[src/rtl/usb_line_ctrl.sv]
// -----------------------------------------------------------------------------
// usb_line_ctrl
//
// Full-speed bus line-condition controller on the UTMI receive side.
// Watches the registered line state and the rx/tx activity flags to detect
// bus reset, suspend and host resume. Sequences device remote wakeup by
// asking the transmitter to drive K. Drives SuspendM back to the macrocell
// and reports bus events to the SIE.
//
// All cycle counts are in clk cycles (48 MHz, 4x the FS bit rate).
//
// Ports:
//   clk               in   clock
//   rst               in   asynchronous, active-high reset
//   line_state        in   registered line state from the UTM receiver
//   rx_active         in   receive FSM active
//   tx_active         in   transmitter active
//   remote_wakeup_en  in   host has enabled remote wakeup (level)
//   wakeup_req        in   wakeup request, level held by the requester
//   suspend_m         out  UTMI SuspendM, 0 = macrocell suspended
//   usb_reset         out  high while in BUS_RESET
//   usb_suspend       out  high while in SUSPENDED or WAKEUP
//   resume_done       out  one-cycle pulse on RESUMING -> ACTIVE
//   drive_k           out  request to the transmitter to force K on the bus
//   ctrl_state        out  current FSM state encoding (debug)
// -----------------------------------------------------------------------------

package usb_line_pkg;

    // UTMI LineState encoding: {DM, DP} as seen by a full-speed receiver.
    typedef enum logic [1:0] {
        LS_SE0 = 2'b00,
        LS_J   = 2'b01,
        LS_K   = 2'b10,
        LS_SE1 = 2'b11
    } utmi_line_state_t;

endpackage

module usb_line_ctrl
    import usb_line_pkg::*;
#(
    parameter int RESET_DETECT_CYC  = 480,
    parameter int SUSPEND_CYC       = 144000,
    parameter int RESUME_DETECT_CYC = 48,
    parameter int WAKEUP_IDLE_CYC   = 240000,
    parameter int WAKEUP_DRIVE_CYC  = 96000
) (
    input  logic             clk,
    input  logic             rst,
    input  utmi_line_state_t line_state,
    input  logic             rx_active,
    input  logic             tx_active,
    input  logic             remote_wakeup_en,
    input  logic             wakeup_req,
    output logic             suspend_m,
    output logic             usb_reset,
    output logic             usb_suspend,
    output logic             resume_done,
    output logic             drive_k,
    output logic [2:0]       ctrl_state
);

    function automatic int max2(input int a, input int b);
        return (a > b) ? a : b;
    endfunction

    localparam int MAX_CYC = max2(max2(max2(RESET_DETECT_CYC, SUSPEND_CYC),
                                       max2(RESUME_DETECT_CYC, WAKEUP_IDLE_CYC)),
                                  WAKEUP_DRIVE_CYC);
    localparam int CNT_W   = $clog2(MAX_CYC) + 1;

    typedef logic [CNT_W-1:0] cnt_t;

    // A run counter holds the number of qualifying samples *before* the
    // current one, so the N-th sample is the one that sees count N-1.
    localparam cnt_t RESET_LAST   = cnt_t'(RESET_DETECT_CYC - 1);
    localparam cnt_t SUSPEND_LAST = cnt_t'(SUSPEND_CYC - 1);
    localparam cnt_t RESUME_LAST  = cnt_t'(RESUME_DETECT_CYC - 1);
    localparam cnt_t DRIVE_LAST   = cnt_t'(WAKEUP_DRIVE_CYC - 1);
    localparam cnt_t WAKE_IDLE    = cnt_t'(WAKEUP_IDLE_CYC);

    localparam logic [2:0] ST_ACTIVE    = 3'd0;
    localparam logic [2:0] ST_BUS_RESET = 3'd1;
    localparam logic [2:0] ST_SUSPENDED = 3'd2;
    localparam logic [2:0] ST_RESUMING  = 3'd3;
    localparam logic [2:0] ST_WAKEUP    = 3'd4;

    function automatic cnt_t sat_inc(input cnt_t v);
        return (v == '1) ? v : v + cnt_t'(1);
    endfunction

    logic [2:0] state_q, state_d;
    cnt_t       se0_cnt_q, se0_cnt_d;
    cnt_t       idle_cnt_q, idle_cnt_d;
    cnt_t       k_cnt_q, k_cnt_d;
    cnt_t       drv_cnt_q, drv_cnt_d;
    cnt_t       susp_cnt_q, susp_cnt_d;
    logic       se0_seen_q, se0_seen_d;

    logic       suspend_m_q, usb_reset_q, usb_suspend_q, resume_done_q, drive_k_q;

    logic       se0_now, j_now, k_now, idle_now;
    logic       reset_hit, suspend_hit, resume_hit, wake_ok, drive_done;

    // ---------------------------------------------------------------------
    // Line condition decode and run counters
    // ---------------------------------------------------------------------
    always_comb begin
        se0_now  = (line_state == LS_SE0);
        j_now    = (line_state == LS_J);
        k_now    = (line_state == LS_K);
        idle_now = j_now && !rx_active && !tx_active;

        se0_cnt_d  = se0_now  ? sat_inc(se0_cnt_q)  : '0;
        idle_cnt_d = idle_now ? sat_inc(idle_cnt_q) : '0;
        // Our own driven K must not look like a host resume.
        k_cnt_d    = (k_now && !drive_k_q) ? sat_inc(k_cnt_q) : '0;
        drv_cnt_d  = (state_q == ST_WAKEUP)    ? sat_inc(drv_cnt_q)  : '0;
        susp_cnt_d = (state_q == ST_SUSPENDED) ? sat_inc(susp_cnt_q) : '0;

        reset_hit   = se0_now  && (se0_cnt_q  >= RESET_LAST);
        suspend_hit = idle_now && (idle_cnt_q >= SUSPEND_LAST);
        resume_hit  = k_now && !drive_k_q && (k_cnt_q >= RESUME_LAST);
        // Level-qualified only: a request held from before eligibility is
        // honoured once the idle time has elapsed, nothing is latched.
        wake_ok     = wakeup_req && remote_wakeup_en && (susp_cnt_q >= WAKE_IDLE);
        drive_done  = (drv_cnt_q >= DRIVE_LAST);

        // The resume sequence ends with SE0 (EOP) followed by J.
        se0_seen_d  = (state_q == ST_RESUMING) && (se0_seen_q || se0_now);
    end

    // ---------------------------------------------------------------------
    // Next-state logic
    // ---------------------------------------------------------------------
    // NOTE: every combinational output gets a default at the top of the block
    // so no path leaves it unassigned, which would infer a latch.
    always_comb begin
        state_d = state_q;
        case (state_q)
            ST_ACTIVE: begin
                if (reset_hit)        state_d = ST_BUS_RESET;
                else if (suspend_hit) state_d = ST_SUSPENDED;
            end
            ST_BUS_RESET: begin
                if (!se0_now)         state_d = ST_ACTIVE;
            end
            ST_SUSPENDED: begin
                if (reset_hit)        state_d = ST_BUS_RESET;
                else if (resume_hit)  state_d = ST_RESUMING;
                else if (wake_ok)     state_d = ST_WAKEUP;
            end
            ST_WAKEUP: begin
                // Bus is ours while driving K; line activity is ignored.
                if (drive_done)       state_d = ST_RESUMING;
            end
            ST_RESUMING: begin
                if (reset_hit)                 state_d = ST_BUS_RESET;
                else if (j_now && se0_seen_q)  state_d = ST_ACTIVE;
            end
            default:                  state_d = ST_ACTIVE;
        endcase
    end

    // ---------------------------------------------------------------------
    // State, counters and registered outputs
    // ---------------------------------------------------------------------
    // NOTE: sequential state uses non-blocking assignments so every register
    // samples the pre-edge value of every other register.
    always_ff @(posedge clk or posedge rst) begin
        if (rst) begin
            state_q       <= ST_ACTIVE;
            se0_cnt_q     <= '0;
            idle_cnt_q    <= '0;
            k_cnt_q       <= '0;
            drv_cnt_q     <= '0;
            susp_cnt_q    <= '0;
            se0_seen_q    <= 1'b0;
            suspend_m_q   <= 1'b1;
            usb_reset_q   <= 1'b0;
            usb_suspend_q <= 1'b0;
            resume_done_q <= 1'b0;
            drive_k_q     <= 1'b0;
        end else begin
            state_q       <= state_d;
            se0_cnt_q     <= se0_cnt_d;
            idle_cnt_q    <= idle_cnt_d;
            k_cnt_q       <= k_cnt_d;
            drv_cnt_q     <= drv_cnt_d;
            susp_cnt_q    <= susp_cnt_d;
            se0_seen_q    <= se0_seen_d;
            // Outputs decode the next state so they change on the same edge
            // as the state register.
            suspend_m_q   <= (state_d != ST_SUSPENDED);
            usb_reset_q   <= (state_d == ST_BUS_RESET);
            usb_suspend_q <= (state_d == ST_SUSPENDED) || (state_d == ST_WAKEUP);
            resume_done_q <= (state_q == ST_RESUMING) && (state_d == ST_ACTIVE);
            drive_k_q     <= (state_d == ST_WAKEUP);
        end
    end

    assign suspend_m   = suspend_m_q;
    assign usb_reset   = usb_reset_q;
    assign usb_suspend = usb_suspend_q;
    assign resume_done = resume_done_q;
    assign drive_k     = drive_k_q;
    assign ctrl_state  = state_q;

endmodule

[config.mk]
export PLATFORM = sky130hd
export DESIGN_NAME = usb_line_ctrl
export DESIGN_NICKNAME = d
export VERILOG_FILES = /design/src/rtl/usb_line_ctrl.sv
export SDC_FILE = /design/constraint.sdc
export NUM_CORES = 1
export LEC_CHECK = 0
export CAP_MARGIN = 20
export CORE_UTILIZATION = 35
export DETAILED_ROUTE_END_ITERATION = 8
export PLACE_DENSITY_LB_ADDON = 0.15
export SLEW_MARGIN = 5
export SYNTH_ARGS = -nofsm -noshare
export SYNTH_HDL_FRONTEND = slang
export SYNTH_SLANG_ARGS = --single-unit
export TNS_END_PERCENT = 5
[constraint.sdc]
create_clock -name clk -period 4.7 [get_ports clk]
set_clock_uncertainty 0.1 [all_clocks]
set_input_delay 0.94 -clock clk [delete_from_list [all_inputs] [get_ports clk]]
set_output_delay 0.94 -clock clk [all_outputs]
set_load 0.005 [all_outputs]
# Word level (Yosys, flattened, before mapping)
# Cells that the tools add are included.
[word_totals] out_inout_bits=8 input_bits=8 reg_bits=104
[classes] reduce_logical=19 mux=20 n_eq_ne=20 magnitude_cmp=5 n_addsub=5
[op_table] operator="2-to-1 mux 19 bit" n=10
[op_table] operator="adder 19 x 1 -> 19 bit (second input constant)" n=5
[op_table] operator="== test 19 bit (second input constant)" n=5
[op_table] operator=">= comparator 19 x 18 -> 1 bit (second input constant)" n=2
[op_table] operator="2-to-1 mux 3 bit" n=9
[op_table] operator=">= comparator 19 x 17 -> 1 bit (second input constant)" n=1
[op_table] operator=">= comparator 19 x 6 -> 1 bit (second input constant)" n=1
[op_table] operator=">= comparator 19 x 9 -> 1 bit (second input constant)" n=1
[op_table] operator="case mux 3 bit (5 select lines)" n=1
[op_table] operator="logical AND 1 bit" n=11
[op_table] operator="inequality test 2 bit (second input constant)" n=5
[op_table] operator="== test 3 x 2 -> 1 bit (second input constant)" n=3
[op_table] operator="== test 3 x 1 -> 1 bit (second input constant)" n=2
[op_table] operator="== test 3 bit (second input constant)" n=2
[op_table] operator="zero test 3 bit" n=2
[op_table] operator="zero test 1 bit" n=3
[op_table] operator="inequality test 3 x 2 -> 1 bit (second input constant)" n=1
[op_table] operator="== test 2 x 1 -> 1 bit (second input constant)" n=1
[op_table] operator="== test 2 bit (second input constant)" n=1
[op_table] operator="zero test 2 bit" n=1
[op_table] operator="logical OR 1 bit" n=2

# Logic depth before layout (Yosys ltp)
# Gate-level depths: netlist (run 1).
[depth] depth_word=9 depth_mapped=7

# Worst setup path before layout (run 1)
# Ideal clock, no wire load.
[synth_path] path_kind="input-to-reg" start="in line_state[1]" end="reg usb_suspend_q (netlist: usb_suspend)" required_time_ns=4.513 setup_slack_ns=2.322 cell_stages=5 arrival_time_ns=2.191 cell_sequence="or4b_1 -> nor4_1 -> o21ai_0 -> and4_1 -> o211ai_1"
[synth_via] elab_chain_len=9 word_cells_on_any_way=21
[synth_rtl] item="from (decl)" line_no="51" rtl="input utmi_line_state_t line_state,"
[synth_rtl] item="== test 2 x 1 -> 1 bit" line_no="111" rtl="j_now = (line_state == LS_J);"
[synth_rtl] item="logical AND 1 bit (2 in a row)" line_no="113" rtl="idle_now = j_now && !rx_active && !tx_active;"
[synth_rtl] item="logical AND 1 bit" line_no="123" rtl="suspend_hit = idle_now && (idle_cnt_q >= SUSPEND_LAST);"
[synth_rtl] item="2-to-1 mux 3 bit" line_no="144" rtl="else if (suspend_hit) state_d = ST_SUSPENDED;"
[synth_rtl] item="2-to-1 mux 3 bit" line_no="143" rtl="if (reset_hit) state_d = ST_BUS_RESET;"
[synth_rtl] item="case mux 3 bit (5 select lines) *" line_no="141" rtl="case (state_q)"
[synth_rtl] item="== test 3 x 2 -> 1 bit / == test 3 bit (equally long branches)" line_no="197" rtl="usb_suspend_q <= (state_d == ST_SUSPENDED) || (state_d == ST_WAKEUP);"
[synth_rtl] item="logical OR 1 bit *" line_no="197"
[synth_rtl] item="to (signal assigned)" line_no="197"
[synth_rtl] item="to (decl)" line_no="101" rtl="logic suspend_m_q, usb_reset_q, usb_suspend_q, resume_done_q, drive_k_q;"
# Every way passes the cells marked *; elsewhere a longest branch is shown, timed or not.
# A chain may end at the register's enable or synchronous reset.

# Worst setup path after layout (run 1)
# Same ends and word-level chain as after synthesis.

==> metrics, run 1 <==
status=finished clean; Crit. End Element=flop; final hold viol count=0; Iter 0 DRT Violations=218; critical register-to-register path startpoint=drv_cnt_q[0]; clock insertion delay at the later pin of the skew report=roughly 0.35 ns; hold buffers post-CTS=0; placed standard-cell area=6060 µm²; switching power=0.000370 W; critical path data required time=4.87 ns; number of rows created at floorplan=46; gp weighted congestion=0.745; number of max-cap violations=0; startpoint of the worst hold path=se0_cnt_q[2]; number of antenna violations at the first check in global routing=0; diode count=0; share of cells above drive strength 1=5.81%; fin crit period=3.15 ns; total wire length after detailed routing=between 10000 and 15000 µm; setup repair after global routing missed its margin=false; Port-buffer cells=15; count of unresolved DRC violations after routing=0; setup slack after placement=1.15 ns; number of buffers added by the clock tree synthesis step=9; Logic pwr share=2.4%; vias in the first global route=about 4400; library cell used as clock root buffer=sky130_fd_sc_hd__clkbuf_16; startpoint type of the worst setup path=input port; Antenna Violating Nets Remaining=0; sink count of the clock tree=104; maximum fanout along the worst path=20; average footprint of a synthesized cell=9.40 µm²; pin slew with the least headroom to its limit=0.862 ns; number of placed instances, taps included=820; critical setup path kind=in -> reg; Reg power frac=a little over half; number of max-slew violations in the final report=0; power density over the cells=266 nW/µm²; HPWL after detailed placement=8600 µm; aggregate negative setup slack=0 ns; worst endpoint data arrival time=3.31 ns; number of iterations in the first detailed-routing pass=5; Initial Util=36.0%; Fin Hold WS=0.437 ns; hold endpoint=se0_cnt_q[2]; Leak Pwr=around 2.5 nW; final worst setup slack=1.55 ns; Via density=5.45; switching fraction of total power=21.9%; synth-to-layout area growth=11.2%; unique cell type count in the Yosys netlist=59; Setup Fix Bufs, Post-CTS=0; number of failing setup endpoints in the final timing report=0; Post-synth EDFFs=0; Clock power frac=44.4%; floorplan die height=130 µm; total vias in the final route=around 4600; summed area of non-filler cells in the final layout=about 6400 µm²; Max Fclk=0.318 GHz; Finished Layout Cells=836; flip-flop cell with the highest count after synthesis=sky130_fd_sc_hd__dfrtp_1; VDD IR max=approximately 180 µV; reg-to-reg endpoint=drv_cnt_q[0]; final worst path period share=66.9%; CTS tree=yes; cell count after synthesis=608; Internal Pwr Total=0.00132 W; wire length of the first global-routing pass=21400 µm; clock-pin slew of the registers on the worst-case setup and hold paths=0.07 ns; CTS H-tree lvls=3; placeable core region=15900 µm²; GRT Residual Overflow=0; die width=130 µm; total routing resource utilization after global routing=between 10% and 20%; setup slack of the worst register-to-register path=roughly 2.5 ns; post-CTS sizing=0; net count after synthesis=between 600 and 700; hold crit path type=reg -> reg; Slew HR=42.5%; synthesized cell area=about 5700 µm²; Synth Register Bits=104; routed wire length per instance=about 15 µm; Synth warnings=0; maximum number of pins on one net before global-route repair=between 60 and 70; clock buffer depth=2; NumNets Final=629; portion of the post-synthesis area used by sequential elements=around 46%; total die area=roughly 17000 µm²; worst hold path cell count=1; count of boundary I/O pins=16; cell depth of the worst flop-to-flop path=6; post-synthesis async set-or-reset flop share=100%
[power groups by stage]
stage | clock network, W | logic (W) | registers, W
6_report | 0.000751 | 0.0000413 | 0.000898
5_1_grt | 0.000809 | 0.0000489 | 0.000898
4_1_cts | 0.000780 | 0.0000442 | 0.000898
3_5_place_dp | 0 | 0.0000439 | 0.000915
3_3_place_gp | 0 | 0.0000428 | 0.000915
2_1_floorplan | 0 | 0.0000249 | 0.000915
[how the worst max path moves through the flow]
stage             startpoint       endpoint  cells after the start
6_report       line_state[1]    usb_suspend                      6
4_1_cts        line_state[1]    usb_suspend                      6
2_1_floorplan            rst  ctrl_state[0]                      1
3_3_place_gp   line_state[1]    usb_suspend                      6
3_5_place_dp   line_state[1]    usb_suspend                      6
5_1_grt        line_state[1]    usb_suspend                      6
[cell families (layout without fill, tap and decap cells)]
family / count (synthesis) / count (layout) / synth area share [%]
AOI/OAI and AO/OA: 129 / 129 / 15.9
buffers and inverters: 34 / 46 / 2.50
xor gates and xnor gates: 60 / 60 / 9.20
adders and majority gates: 6 / 6 / 1.31
muxes: 2 / 2 / 0.350
DFF: 104 / 104 / 45.6
and+or+nand+nor: 273 / 273 / 25.2
[cell usage in the layout, fill, tap and decap left out, types with 8 or more instances in the layout]
cell,count
sky130_fd_sc_hd__xnor2_1,39
sky130_fd_sc_hd__nand3_1,32
sky130_fd_sc_hd__and4_1,16
sky130_fd_sc_hd__a21oi_1,25
sky130_fd_sc_hd__nor2_1,89
sky130_fd_sc_hd__xor2_1,21
sky130_fd_sc_hd__o211ai_1,8
sky130_fd_sc_hd__o21ai_0,27
sky130_fd_sc_hd__and3_1,21
sky130_fd_sc_hd__a211oi_1,17
sky130_fd_sc_hd__or3_1,12
sky130_fd_sc_hd__a31oi_1,13
sky130_fd_sc_hd__clkbuf_16,9
sky130_fd_sc_hd__nand4_1,12
sky130_fd_sc_hd__dfrtp_1,103
sky130_fd_sc_hd__o2111ai_1,9
sky130_fd_sc_hd__inv_1,11
sky130_fd_sc_hd__nand2_1,39
sky130_fd_sc_hd__nor3_1,16
sky130_fd_sc_hd__clkdlybuf4s50_1,15
[per-stage QoR]
step | utilization (%) | power (W)
global placement | 38.2 | 0.000958
finish | 40.0 | 0.00169
global route | 40.0 | 0.00176
detailed placement | 38.2 | 0.000959
floorplan | - | 0.000940
CTS | 40.0 | 0.00172
[synth_stat cells (all sizes together) (2+ instances only)]
cell	count	area share, %
a2111oi	3	0.79
a211o	2	0.31
a211oi	19	2.7
a21o	3	0.39
a21oi	25	2.2
a311oi	2	0.31
a31oi	13	1.4
and2	7	0.77
and3	21	2.3
and4	17	2.6
buf	6	0.63
clkbuf	16	1.1
dfrtp	103	45
ha	6	1.3
inv	12	0.79
mux2i	2	0.35
nand2	39	2.6
nand2b	4	0.44
nand3	32	2.8
nand4	15	2.3
nor2	89	5.8
nor2b	2	0.22
nor3	18	1.9
nor4	7	0.77
nor4b	2	0.31
o2111ai	9	1.4
o211ai	8	1.1
o21a	2	0.26
o21ai	28	2.5
o221ai	2	0.31
o311ai	4	0.92
o31ai	2	0.26
or2	2	0.22
or3	13	1.4
or4	3	0.46
xnor2	39	6.0
xor2	21	3.2
[state kept, by name, indices dropped and copies added (netlist names), 3 cells and up]
name and count:
drv_cnt_q 19, idle_cnt_q 19, k_cnt_q 19, se0_cnt_q 19
susp_cnt_q 19, ctrl_state 3
[routing by layer]
layer / GRT usage [%] / vias to the layer above / wire length (µm)
met1: 21.4 / 2250 / 6180
met4: 5.75 / 0 / 140
met3: 3.73 / 8 / 339
met2: 26.2 / 55 / 5920
li1: - / 2242 / -
met5: 0 / - / 0
[critical path, stage by stage]
cell	delay (ns)
sky130_fd_sc_hd__clkdlybuf4s50_1	0.52
sky130_fd_sc_hd__or4b_1	0.92
sky130_fd_sc_hd__nor4_1	0.35
sky130_fd_sc_hd__o21ai_0	0.18
sky130_fd_sc_hd__and4_1	0.24
sky130_fd_sc_hd__o211ai_1	0.16
[cell type report]
| cell class | count | area [µm²] |
|---|---|---|
| sequential | 104 | 2600 |
| timing repair buffer | 18 | 173 |
| multi-input combinational | 470 | 2970 |
| fill | 1623 | 9530 |
| clock inverter | 5 | 58.8 |
| inverter | 12 | 47.5 |
| tap | 216 | 270 |
| clock buffer | 11 | 233 |
(Power assumes the default switching activity.)
==> inputs of run 2 (changes only) <==
==> constraint.sdc (replaced) <==
create_clock -name clk -period 2.8 [get_ports clk]
set_clock_uncertainty 0.1 [all_clocks]
set_input_delay 0.56 -clock clk [delete_from_list [all_inputs] [get_ports clk]]
set_output_delay 0.56 -clock clk [all_outputs]
set_load 0.005 [all_outputs]
==> metrics, run 2 (same netlist as run 1, synthesis figures left out) <==
hold buffers post-CTS=0; number of iterations in the first detailed-routing pass=4; count of boundary I/O pins=16; CTS tree=yes; share of cells above drive strength 1=7.17%; Internal Pwr Total=0.00223 W; switching fraction of total power=22.4%; count of unresolved DRC violations after routing=0; cell with the most instances on the worst path=sky130_fd_sc_hd__o21ai_0; sink count of the clock tree=104; total vias in the final route=4561; setup repair after global routing missed its margin=false; number of failing setup endpoints in the final timing report=0; fin crit period=2.36 ns; final worst path period share=a little over four fifths; Via density=5.40; hold crit path type=reg -> reg; number of inserted filler cells in the final layout=between 1500 and 2000; Initial Util=36.0%; final worst setup slack=0.440 ns; post-CTS sizing=0; clock buffer depth=2; Max Fclk=~0.42 GHz; number of max-cap violations=0; Leak Pwr=2.52 nW; startpoint type of the worst setup path=input port; aggregate negative setup slack=0 ns; Crit. End Element=flop; critical setup path kind=in -> reg; critical path data required time=2.96 ns; worst endpoint data arrival time=2.52 ns; commonest cells after routing, fill and taps aside=103 x sky130_fd_sc_hd__dfrtp_1, 89 x sky130_fd_sc_hd__nor2_1, 39 x sky130_fd_sc_hd__xnor2_1, 39 x sky130_fd_sc_hd__nand2_1, 32 x sky130_fd_sc_hd__nand3_1; number of rows created at floorplan=46; Logic pwr share=2.7%; HPWL after detailed placement=8860 µm; pin slew with the least headroom to its limit=0.612 ns; Port-buffer cells=15; Slew HR=58.9%; buffers plus inverters on the worst setup path=1; Setup Fix Bufs, Post-CTS=0; placeable core region=15900 µm²; GRT Residual Overflow=0; Antenna Violating Nets Remaining=0; status=finished clean; switching power=0.000644 W; Clock power frac=44.8%; clock-pin slew of the registers on the worst-case setup and hold paths=0.08 ns; total die area=16800 µm²; Iter 0 DRT Violations=244; routed wire length per instance=15.1 µm; CTS H-tree lvls=3; worst-path cell with the longest stage delay=sky130_fd_sc_hd__clkdlybuf4s50_1; total wire length after detailed routing=12800 µm; number of antenna violations at the first check in global routing=0; synth-to-layout area growth=12.8%; NumNets Final=roughly 640; die width=roughly 130 µm; Reg power frac=52.5%; ordered cell list for the critical path=clkdlybuf4s50_1 > or4b_1 > nor4_1 > o21ai_0 > and4_1 > o21ai_0; maximum fanout along the worst path=5; maximum number of pins on one net before global-route repair=45; wire length of the first global-routing pass=approximately 22000 µm; Fin Hold WS=between 0.4 and 0.5 ns; power density over the cells=roughly 450 nW/µm²; final hold viol count=0; vias in the first global route=between 4000 and 5000; gp weighted congestion=0.776; floorplan die height=130 µm; most common cell after layout, fill and taps aside=sky130_fd_sc_hd__dfrtp_1; clock insertion delay at the later pin of the skew report=0.36 ns; total routing resource utilization after global routing=16.6%; library cell used as clock root buffer=sky130_fd_sc_hd__clkbuf_16; diode count=0; CP peak stage delay=0.58 ns; setup slack after placement=0.0755 ns; number of buffers added by the clock tree synthesis step=9; number of max-slew violations in the final report=0; VDD IR max=approximately 310 µV; Crit path max-delay family=simple AND/OR/NAND/NOR gates
-- run 2: final timing paths --
path                           startpoint            end  slack [ns]  depth (start not counted)
setup / recovery            line_state[0]  ctrl_state[1]        0.44                          6
hold / removal               se0_cnt_q[2]   se0_cnt_q[2]        0.43                          1
setup reg to reg           susp_cnt_q[10]  susp_cnt_q[3]        0.63                          5
hold reg to reg              se0_cnt_q[2]   se0_cnt_q[2]        0.43                          1
max in group asynchronous             rst  susp_cnt_q[4]        1.76                          3
min in group asynchronous             rst  se0_cnt_q[14]        0.56                          3
-- run 2: power by group through the flow --
| stage | clock network, W | registers [W] | logic, W |
|---|---|---|---|
| final | 0.00129 | 0.00151 | 0.0000790 |
| after global routing | 0.00141 | 0.00151 | 0.0000916 |
| after CTS | 0.00134 | 0.00151 | 0.0000829 |
| after detailed placement | 0 | 0.00154 | 0.0000827 |
| after global placement | 0 | 0.00154 | 0.0000815 |
| after floorplan | 0 | 0.00154 | 0.0000421 |
-- run 2: per-layer routing --
layer,global-route usage (%),wire length [µm]
met1,22.5,6300
met2,26.2,5980
met3,4.47,375
met4,4.51,110
met5,0,0
-- run 2: area by class of cell --
type | count | area (µm²) | share of cell area (%)
well taps | 216 | 270 | 4.19
clock inverters | 6 | 68.8 | 1.07
inverters | 12 | 48.8 | 0.757
flip-flops and latches | 104 | 2600 | 40.4
repair buffers | 26 | 258 | 4.00
multi-input cells | 470 | 2970 | 46.0
clock buffers | 10 | 229 | 3.55
-- run 2: stage by stage --
stage / utilization [%] / cell area [µm²] / power (W) / std cells
final: 40.6 / 6450 / 0.00287 / 844
after global routing: 40.6 / 6450 / 0.00301 / 844
after CTS: 40.6 / 6450 / 0.00293 / 844
after detailed placement: 38.7 / 6150 / 0.00162 / 828
after global placement: 38.7 / 6150 / 0.00162 / 828
after floorplan: - / 5720 / 0.00158 / 608
